File: src/rtl/pcie_axi_to_sram_if.sv
// AXI read channel plus SRAM read port for the pcie_axi_to_sram bridge.
// The slave modport is the bridge; master is the AXI requester together with the SRAM.
interface pcie_axi_to_sram_if #(
  parameter int DATA_WIDTH = 256,
  parameter int ADDR_WIDTH = 10
);
  logic                  axi_arvalid;
  logic [63:0]           axi_araddr;
  logic [11:0]           axi_arlen;
  logic [2:0]            axi_arsize;
  logic [1:0]            axi_arburst;
  logic                  axi_arready;
  logic                  axi_rvalid;
  logic [DATA_WIDTH-1:0] axi_rdata;
  logic [1:0]            axi_rresp;
  logic                  axi_rlast;
  logic                  axi_rready;
  logic                  sram_ren;
  logic [ADDR_WIDTH-1:0] sram_raddr;
  logic [DATA_WIDTH-1:0] sram_rdata;

  modport slave (
    input  axi_arvalid, axi_araddr, axi_arlen, axi_arsize, axi_arburst, axi_rready, sram_rdata,
    output axi_arready, axi_rvalid, axi_rdata, axi_rresp, axi_rlast, sram_ren, sram_raddr
  );

  modport master (
    output axi_arvalid, axi_araddr, axi_arlen, axi_arsize, axi_arburst, axi_rready, sram_rdata,
    input  axi_arready, axi_rvalid, axi_rdata, axi_rresp, axi_rlast, sram_ren, sram_raddr
  );
endinterface

File: src/rtl/pcie_axi_to_sram.sv
// AXI read-burst to single-port SRAM bridge: one SRAM word fetched per beat,
// one outstanding burst at a time.
//
// state   | meaning
// --------+--------------------------------------------------------
// S_IDLE  | ready for a new AR request (arready = 1)
// S_FETCH | SRAM read issued for the current word index
// S_WAIT  | SRAM data returning, captured into the rdata register
// S_DATA  | beat presented on R channel, held until rready
module pcie_axi_to_sram #(
  parameter int DATA_WIDTH = 256,
  parameter int ADDR_WIDTH = 10
) (
  input  logic                    clk,
  input  logic                    rst_n,
  pcie_axi_to_sram_if.slave       bus
);
  localparam logic [1:0] S_IDLE  = 2'd0;
  localparam logic [1:0] S_FETCH = 2'd1;
  localparam logic [1:0] S_WAIT  = 2'd2;
  localparam logic [1:0] S_DATA  = 2'd3;

  logic [1:0]            r_state;
  logic [ADDR_WIDTH-1:0] r_idx;
  logic [12:0]           r_cnt;
  logic [1:0]            r_burst;
  logic [DATA_WIDTH-1:0] r_rdata;

  logic w_ar_hs;
  logic w_r_hs;
  logic w_unused;

  assign w_ar_hs = bus.axi_arvalid && (r_state == S_IDLE);
  assign w_r_hs  = bus.axi_rready  && (r_state == S_DATA);

  // Size and the byte offset within a word do not affect the transfer.
  assign w_unused = ^{bus.axi_arsize, bus.axi_araddr[63:ADDR_WIDTH+5], bus.axi_araddr[4:0]};

  always_ff @(posedge clk or negedge rst_n) begin
    if (!rst_n) begin
      r_state <= S_IDLE;
      r_idx   <= '0;
      r_cnt   <= '0;
      r_burst <= '0;
      r_rdata <= '0;
    end else begin
      case (r_state)
        S_IDLE: begin
          if (w_ar_hs) begin
            r_idx   <= bus.axi_araddr[ADDR_WIDTH+4:5];
            r_cnt   <= {1'b0, bus.axi_arlen} + 13'd1;
            r_burst <= bus.axi_arburst;
            r_state <= S_FETCH;
          end
        end
        S_FETCH: r_state <= S_WAIT;
        S_WAIT: begin
          r_rdata <= bus.sram_rdata;
          r_state <= S_DATA;
        end
        S_DATA: begin
          if (w_r_hs) begin
            r_cnt <= r_cnt - 13'd1;
            // FIXED holds the index; INCR, WRAP and reserved all step and wrap naturally.
            if (r_burst != 2'b00) r_idx <= r_idx + ADDR_WIDTH'(1);
            r_state <= (r_cnt == 13'd1) ? S_IDLE : S_FETCH;
          end
        end
        default: r_state <= S_IDLE;
      endcase
    end
  end

  assign bus.axi_arready = (r_state == S_IDLE);
  assign bus.axi_rvalid  = (r_state == S_DATA);
  assign bus.axi_rdata   = r_rdata;
  assign bus.axi_rresp   = 2'b00;
  assign bus.axi_rlast   = (r_state == S_DATA) && (r_cnt == 13'd1);
  assign bus.sram_ren    = (r_state == S_FETCH);
  assign bus.sram_raddr  = r_idx;
endmodule

File: src/flat_wrapper.sv
// flat-port wrapper written by rule: the top's interface ports become plain ports
module pcie_axi_to_sram_flat 
#(
  parameter int DATA_WIDTH = 256,
  parameter int ADDR_WIDTH = 10
)
  (clk, rst_n, bus_axi_arvalid, bus_axi_araddr, bus_axi_arlen, bus_axi_arsize, bus_axi_arburst, bus_axi_rready, bus_sram_rdata, bus_axi_arready, bus_axi_rvalid, bus_axi_rdata, bus_axi_rresp, bus_axi_rlast, bus_sram_ren, bus_sram_raddr);
  pcie_axi_to_sram_if #(.DATA_WIDTH(DATA_WIDTH), .ADDR_WIDTH(ADDR_WIDTH)) bus_i ();
  input  logic clk;
  input  logic rst_n;
  input wire logic [$bits(bus_i.axi_arvalid)-1:0] bus_axi_arvalid;
  input wire logic [$bits(bus_i.axi_araddr)-1:0] bus_axi_araddr;
  input wire logic [$bits(bus_i.axi_arlen)-1:0] bus_axi_arlen;
  input wire logic [$bits(bus_i.axi_arsize)-1:0] bus_axi_arsize;
  input wire logic [$bits(bus_i.axi_arburst)-1:0] bus_axi_arburst;
  input wire logic [$bits(bus_i.axi_rready)-1:0] bus_axi_rready;
  input wire logic [$bits(bus_i.sram_rdata)-1:0] bus_sram_rdata;
  output wire logic [$bits(bus_i.axi_arready)-1:0] bus_axi_arready;
  output wire logic [$bits(bus_i.axi_rvalid)-1:0] bus_axi_rvalid;
  output wire logic [$bits(bus_i.axi_rdata)-1:0] bus_axi_rdata;
  output wire logic [$bits(bus_i.axi_rresp)-1:0] bus_axi_rresp;
  output wire logic [$bits(bus_i.axi_rlast)-1:0] bus_axi_rlast;
  output wire logic [$bits(bus_i.sram_ren)-1:0] bus_sram_ren;
  output wire logic [$bits(bus_i.sram_raddr)-1:0] bus_sram_raddr;
  assign bus_i.axi_arvalid = bus_axi_arvalid;
  assign bus_i.axi_araddr = bus_axi_araddr;
  assign bus_i.axi_arlen = bus_axi_arlen;
  assign bus_i.axi_arsize = bus_axi_arsize;
  assign bus_i.axi_arburst = bus_axi_arburst;
  assign bus_i.axi_rready = bus_axi_rready;
  assign bus_i.sram_rdata = bus_sram_rdata;
  assign bus_axi_arready = bus_i.axi_arready;
  assign bus_axi_rvalid = bus_i.axi_rvalid;
  assign bus_axi_rdata = bus_i.axi_rdata;
  assign bus_axi_rresp = bus_i.axi_rresp;
  assign bus_axi_rlast = bus_i.axi_rlast;
  assign bus_sram_ren = bus_i.sram_ren;
  assign bus_sram_raddr = bus_i.sram_raddr;
  pcie_axi_to_sram #(.DATA_WIDTH(DATA_WIDTH), .ADDR_WIDTH(ADDR_WIDTH)) u_core (.clk(clk), .rst_n(rst_n), .bus(bus_i));
endmodule
File: config.mk
export PLATFORM = sky130hd
export DESIGN_NAME = pcie_axi_to_sram_flat
export DESIGN_NICKNAME = d
export VERILOG_FILES = /design/src/rtl/pcie_axi_to_sram_if.sv /design/src/rtl/pcie_axi_to_sram.sv /design/src/flat_wrapper.sv
export SDC_FILE = /design/constraint.sdc
export NUM_CORES = 1
export LEC_CHECK = 0
export ABC_AREA = 1
export BUFFER_PORTS_ARGS = -buffer_cell sky130_fd_sc_hd__buf_2
export CAP_MARGIN = 20
export CORE_AREA = 3 3 240 242
export CTS_CLUSTER_DIAMETER = 150
export CTS_CLUSTER_SIZE = 12
export DETAILED_ROUTE_END_ITERATION = 10
export DIE_AREA = 0 0 243 245
export PLACE_DENSITY_LB_ADDON = 0.15
export SYNTH_ARGS = -nofsm -noshare
export SYNTH_HDL_FRONTEND = slang
export SYNTH_SLANG_ARGS = --single-unit
File: constraint.sdc
create_clock -name clk -period 1.75 [get_ports clk]
set_input_delay 0 -clock clk [delete_from_list [all_inputs] [get_ports clk]]
set_output_delay 0 -clock clk [all_outputs]
set_load 0.005 [all_outputs]
==> flow_metrics.tcl, run 1 <==
set metrics [dict create \
    status "complete, no violations" \
    critPathKind "flip-flop to flip-flop" \
    clk_latency_ps 560 \
    dieHeight_um 245 \
    grt_pass1_vias 10900 \
    finalHoldViolCount 0 \
    worstSetupEndpointType "flip-flop" \
    p_leak_nw 9.02 \
    detail-route-antenna-nets 0 \
    vias_per_cell 3.94 \
    crit_chain "nor2_2, buf_4, buf_4, buf_4, buf_4, buf_4, buf_4, buf_4, nand2_1, nor2_2, nand3b_1, nand3_1, nand3_1, nand2_1" \
    dieWidth_um 243 \
    critPathLaunchType "flip-flop" \
    dp_slack_ps 58.9 \
    ir_worst_vdd_uv 777 \
    rsz0062_at_grt "true" \
    crit_fanout 2 \
    power.density_nw_per_um2 1670 \
    grt_pass1_wl_mm 64.2 \
    finClkSkew_ps 11.1 \
    synth_seq_cells 283 \
    root_buffer "clkbuf_16" \
    placement.io_buffers 553 \
    period_needed_ps 1750 \
    htree_levels 1 \
    drv_cap 0 \
    cts_sinks 283 \
    seq_area_frac_synth_pct 61.2 \
    synthArstFlopShare_pct 100 \
    die_area_um2 59500 \
    io_pins 613 \
    overflow 0 \
    clock.fmax_mhz 572 \
    vias 9784 \
    syn_area_um2 11600 \
    grt_max_degree 58 \
    nNetsFinal 2083 \
    finalSetupViolCount 0 \
    routed_wl_mm 41.8 \
    synth_edf_count 0 \
    final_util_pct 34.8 \
    wire_per_inst_um 16.8 \
    layout_setup_ws_ps 0.931 \
    place_congestion 0.822 \
    cts_tree "yes" \
    start_util_pct 20.9 \
    min_path_type "input pin to asynchronous set/reset pin" \
    min_period_over_period_pct 99.9 \
    drt_iter0_drc 222 \
    coreArea_um2 55300 \
    slowest_delay_ps 380 \
    antenna_found_initial 1 \
    std_cell_rows 86 \
    grt_usage_pct 13.6 \
    layout-drive-gt1-share_pct 53.4 \
    path_common_cell "buf_4" \
    path_clk_slew_ps 70 \
    hpwlAfterDp_mm 30.3 \
    slew_viol_final 0 \
    yosysWarnings 0 \
    fin_setup_tns_ps 0 \
    synthCells 848 \
    cp.arrival_ps 2200 \
    cts_max_path_buffers 3 \
    synth_cell_types 33 \
    synth_ff_type "dfrtp_1" \
    syn_to_final_growth_pct 66.2 \
    crit_required_ps 2200 \
    cts_buffers 27 \
    avgSynthCellArea_um2 13.7 \
    slowest_stage "dfrtp_1" \
    first_pass_iters 4 \
    post-route-drc-count 0 \
]
-- area by class of cell --
cell class / count / area [µm²]
clock buffer: 27 / 676
multi-input combinational: 497 / 4150
sequential: 283 / 7080
fill: 5632 / 36100
tap: 748 / 936
antenna: 1 / 2.50
timing repair buffer: 893 / 6250
clock inverter: 2 / 16.3
inverter: 31 / 131
-- worst max-delay path: cells and delay by family, from the launching register on --
family	cells	cell delay, ps
buffers and inverters	7	840
and+or+nand+nor	7	420
DFF	1	380
-- final timing paths --
check,from,endpoint,slack [ps],cells past startpoint
max,u_core.r_cnt[9]$_DFFE_PN0P_,u_core.r_cnt[10]$_DFFE_PN0P_,0.9,14
min,rst_n,u_core.bus.axi_rdata[139]$_DFFE_PN0N_,110,3
max reg2reg,u_core.r_cnt[9]$_DFFE_PN0P_,u_core.r_cnt[10]$_DFFE_PN0P_,0.9,14
min reg2reg,u_core.bus.axi_rdata[206]$_DFFE_PN0N_,u_core.bus.axi_rdata[206]$_DFFE_PN0N_,500,1
max in group asynchronous,rst_n,u_core.bus.axi_rdata[197]$_DFFE_PN0N_,1250,3
min in group clk,bus_sram_rdata[202],u_core.bus.axi_rdata[202]$_DFFE_PN0N_,200,3
-- power by group --
part / switching (mW) / leakage (nW) / internal [mW] / total (mW)
Clock: 2.53 / 0.337 / 2.72 / 5.25
Sequential: 1.76 / 3.32 / 9.99 / 11.7
Combinational: 6.80 / 5.36 / 8.32 / 15.1
-- metrics by stage --
stage	instances	power, mW	cell area [µm²]	hold slack [ps]
floorplan	849	19.7	11600	-296
global route	2481	34.5	19200	128
detailed placement	2146	26.3	15500	-40.1
global placement	2146	26.1	15500	-31.8
finish	2482	32.1	19200	112
CTS	2479	32.7	19200	116
-- cell usage after synthesis (3+ instances only) --
library cell | n | share of area [%]
a21oi_1 | 14 | 0.61
nand2_2 | 3 | 0.16
ha_1 | 9 | 0.97
dfrtp_1 | 283 | 61
nand4_1 | 4 | 0.22
inv_1 | 29 | 0.94
nor2_1 | 36 | 1.2
o21ai_0 | 25 | 1.1
a21oi_2 | 3 | 0.23
nand3_1 | 32 | 1.4
nand3b_1 | 4 | 0.26
buf_2 | 8 | 0.35
nor2_2 | 4 | 0.22
buf_4 | 28 | 1.8
mux2_2 | 256 | 25
nand2_1 | 86 | 2.8
-- sequential cells by signal, summed over array words and instances (netlist names) --
signal	count
u_core.r_burst	2
u_core.bus.axi_rdata	256
u_core.r_cnt	13
u_core.bus.sram_raddr	10
u_core.r_state	2
-- cell usage in the layout, fill, tap and decap left out, drive strengths merged, types with 2 or more instances in the layout --
cell and instances:
a21oi 17, a31oi 2, buf 609, clkbuf 27, conb 2, dfrtp 283, dlygate4sd3 284, ha 9
inv 32, mux2 256, nand2 90, nand3 32, nand3b 4, nand4 4, nor2 42, nor3 4
o21ai 26, or2 2, xnor2 2, xor2 2
-- logic make-up (layout without fill, tap and decap cells) --
kind of cell             count (synthesis)  count (layout)  share of synthesized area [%]
multiplexers                           256             256                           24.9
AO/OA/AOI/OAI                           47              47                           2.31
buffers and inverters                   69             953                           3.41
adder cells (fa/ha/maj)                  9               9                          0.973
AND/OR/NAND/NOR                        179             179                           6.91
flip-flops                             283             283                           61.2
other                                    1               3                         0.0324
XOR/XNOR                                 4               4                          0.303
-- metal layers --
metal / share of wire (%) / vias up / GRT usage (%)
met3: 5.7 / 63 / 2.89
li1: - / 4651 / -
met1: 40 / 4762 / 16.0
met5: 0 / - / 0
met4: 2.5 / 0 / 4.20
met2: 52 / 308 / 24.8
-- timing repair --
action	in CTS	in global routing
setup endpoints to repair	2	11
buffers inserted	19	3
hold buffers	285	0
endpoints found under the hold margin	566	0
resized for setup	13	7
pin swaps	6	2
No activity file was read; power rests on OpenSTA's default activity.
==> inputs of run 2 (changes only) <==
CORE_AREA = 3 3 237 239   (was 3 3 240 242)
DIE_AREA = 0 0 240 242   (was 0 0 243 245)
clock period = 1.5 ns   (was 1.75 ns; I/O delays follow)
==> flow_metrics.tcl, run 2 (synthesized netlist as in run 1, its figures left out) <==
set metrics [dict create \
    worst-path-buf-inv 6 \
    ir_worst_vdd_uv 877 \
    p_leak_nw 10.1 \
    path_common_cell "buf_12" \
    slowest_delay_ps 390 \
    clock.fmax_mhz 558 \
    pwr-share-comb_pct 56.0 \
    largest_reg_flops 256 \
    diodes 0 \
    io_pins 613 \
    htree_levels 1 \
    power.density_nw_per_um2 2140 \
    cts_max_path_buffers 3 \
    final_cell_mix "buf_2 (550), dlygate4sd3_1 (283), dfrtp_1 (283), mux2_2 (147), mux2_4 (109)" \
    placement.io_buffers 553 \
    crit_chain "buf_6, buf_6, ha_4, buf_12, buf_12, buf_12, buf_16, mux2_2" \
    final_util_pct 39.2 \
    die_area_um2 58100 \
    cts_tree "yes" \
    dieWidth_um 240 \
    first_pass_iters 4 \
    final_common_cell "buf_2" \
    cp.arrival_ps 2230 \
    min_period_over_period_pct 120 \
    slowest_stage "dfrtp_1" \
    drv_cap 0 \
    finalSetupViolCount 283 \
    power.net_switching_mw 15.3 \
    status "finished with violations" \
    worstSetupEndpointType "flip-flop" \
    critPathKind "flip-flop to flip-flop" \
    period_needed_ps 1790 \
    nNetsFinal 2161 \
    finClkSkew_ps 13.9 \
    power_frac_clock_pct 13.5 \
    std_cell_rows 85 \
    post-route-drc-count 0 \
    grt_max_degree 56 \
    cts_buffers 27 \
    min_path_type "input pin to asynchronous set/reset pin" \
    crit_fanout 7 \
    hpwlAfterDp_mm 30.7 \
    fin_setup_tns_ps -42770 \
    start_util_pct 21.4 \
    finalHoldViolCount 0 \
    seq_power_share_pct 30.4 \
    crit_required_ps 1940 \
    violations "setup timing" \
    critPathLaunchType "flip-flop" \
    root_buffer "clkbuf_16" \
    vias_per_cell 4.09 \
    routed_wl_mm 45.8 \
    rsz0062_at_grt "true" \
    overflow 0 \
    path_clk_slew_ps 70 \
    detail-route-antenna-nets 0 \
    p_sw_share_pct 33.8 \
    layout_setup_ws_ps -293 \
    slew_viol_final 0 \
    clk_latency_ps 560 \
    syn_to_final_growth_pct 83.0 \
    vias 10200 \
    antenna_found_initial 0 \
    dp_slack_ps -177 \
    p_int_mw 29.9 \
    grt_usage_pct 15.1 \
    grt_pass1_vias 11200 \
    wire_per_inst_um 18.3 \
    cts_sinks 283 \
    dieHeight_um 242 \
    drt_iter0_drc 294 \
    path_delay_family "buffers and inverters" \
    grt_pass1_wl_mm 68.1 \
    layout-drive-gt1-share_pct 57.0 \
    place_congestion 0.787 \
    coreArea_um2 54000 \
]
[run 2: changes by cell type in the layout (fill, tap and decap cells not counted), sizes merged]
| cell | change |
|---|---|
| bufbuf | +1 |
| dlygate4sd3 | -1 |
| clkbuf | +3 |
| nand2 | +1 |
| clkinv | +1 |
| diode | -1 |
| buf | +73 |
[run 2: area by class of cell]
type | count | area, µm²
Clock inverter | 2 | 16.3
Timing Repair inverter | 1 | 16.3
Fill cell | 5225 | 32800
Sequential cell | 283 | 7080
Clock buffer | 27 | 676
Tap cell | 696 | 871
Inverter | 31 | 129
Timing Repair Buffer | 969 | 7660
Multi-Input combinational cell | 498 | 4740
[run 2: repair_timing]
action | CTS | global route
setup buffers | 52 | 24
endpoints found under the setup margin | 277 | 285
cloned | 30 | 3
resized for setup | 135 | 167
hold endpoints to repair | 565 | 0
hold buffers | 284 | 0
pin swaps | 14 | 15
[run 2: metrics by stage]
step | hold WS, ps | std cells | total power, mW | cell area (µm²)
6_report | 101 | 2507 | 45.3 | 21200
5_1_grt | 92.6 | 2507 | 48.2 | 21200
4_1_cts | 87.9 | 2508 | 44.6 | 20900
3_5_place_dp | -67.9 | 2114 | 31.3 | 15600
3_3_place_gp | -67.5 | 2114 | 31.0 | 15600
2_1_floorplan | -296 | 849 | 23.0 | 11600
[run 2: final timing paths]
kind,from,endpoint,slack (ps),cells after the start
setup / recovery,u_core.r_state[1]$_DFFE_PN0P_,u_core.bus.axi_rdata[207]$_DFFE_PN0N_,-290,8
hold / removal,rst_n,u_core.bus.axi_rdata[208]$_DFFE_PN0N_,100,3
setup reg to reg,u_core.r_state[1]$_DFFE_PN0P_,u_core.bus.axi_rdata[207]$_DFFE_PN0N_,-290,8
hold reg to reg,u_core.r_cnt[12]$_DFFE_PN0P_,u_core.r_cnt[12]$_DFFE_PN0P_,490,2
max in group asynchronous,rst_n,u_core.bus.axi_rdata[148]$_DFFE_PN0N_,1050,3
min in group clk,bus_sram_rdata[57],u_core.bus.axi_rdata[57]$_DFFE_PN0N_,210,3
[run 2: power groups by stage]
stage / Clock (mW) / Sequential (mW) / Combinational (mW)
after floorplan: 0 / 14.1 / 8.99
after global placement: 0 / 13.8 / 17.3
after detailed placement: 0 / 13.8 / 17.4
after CTS: 6.44 / 13.7 / 24.5
after global routing: 6.73 / 14.3 / 27.2
final: 6.12 / 13.8 / 25.4
[run 2: tightest hold or removal path, delay by kind of cell]
family,cells,cell delay [ps]
buffers and inverters,3,990
[run 2: routing by layer]
metal | track usage, % | part of all wire (%) | routed length [µm]
met5 | 0 | 0 | 0
met4 | 4.61 | 3.0 | 1380
met3 | 3.13 | 5.6 | 2580
met2 | 28.0 | 52 | 24000
met1 | 17.2 | 39 | 17900
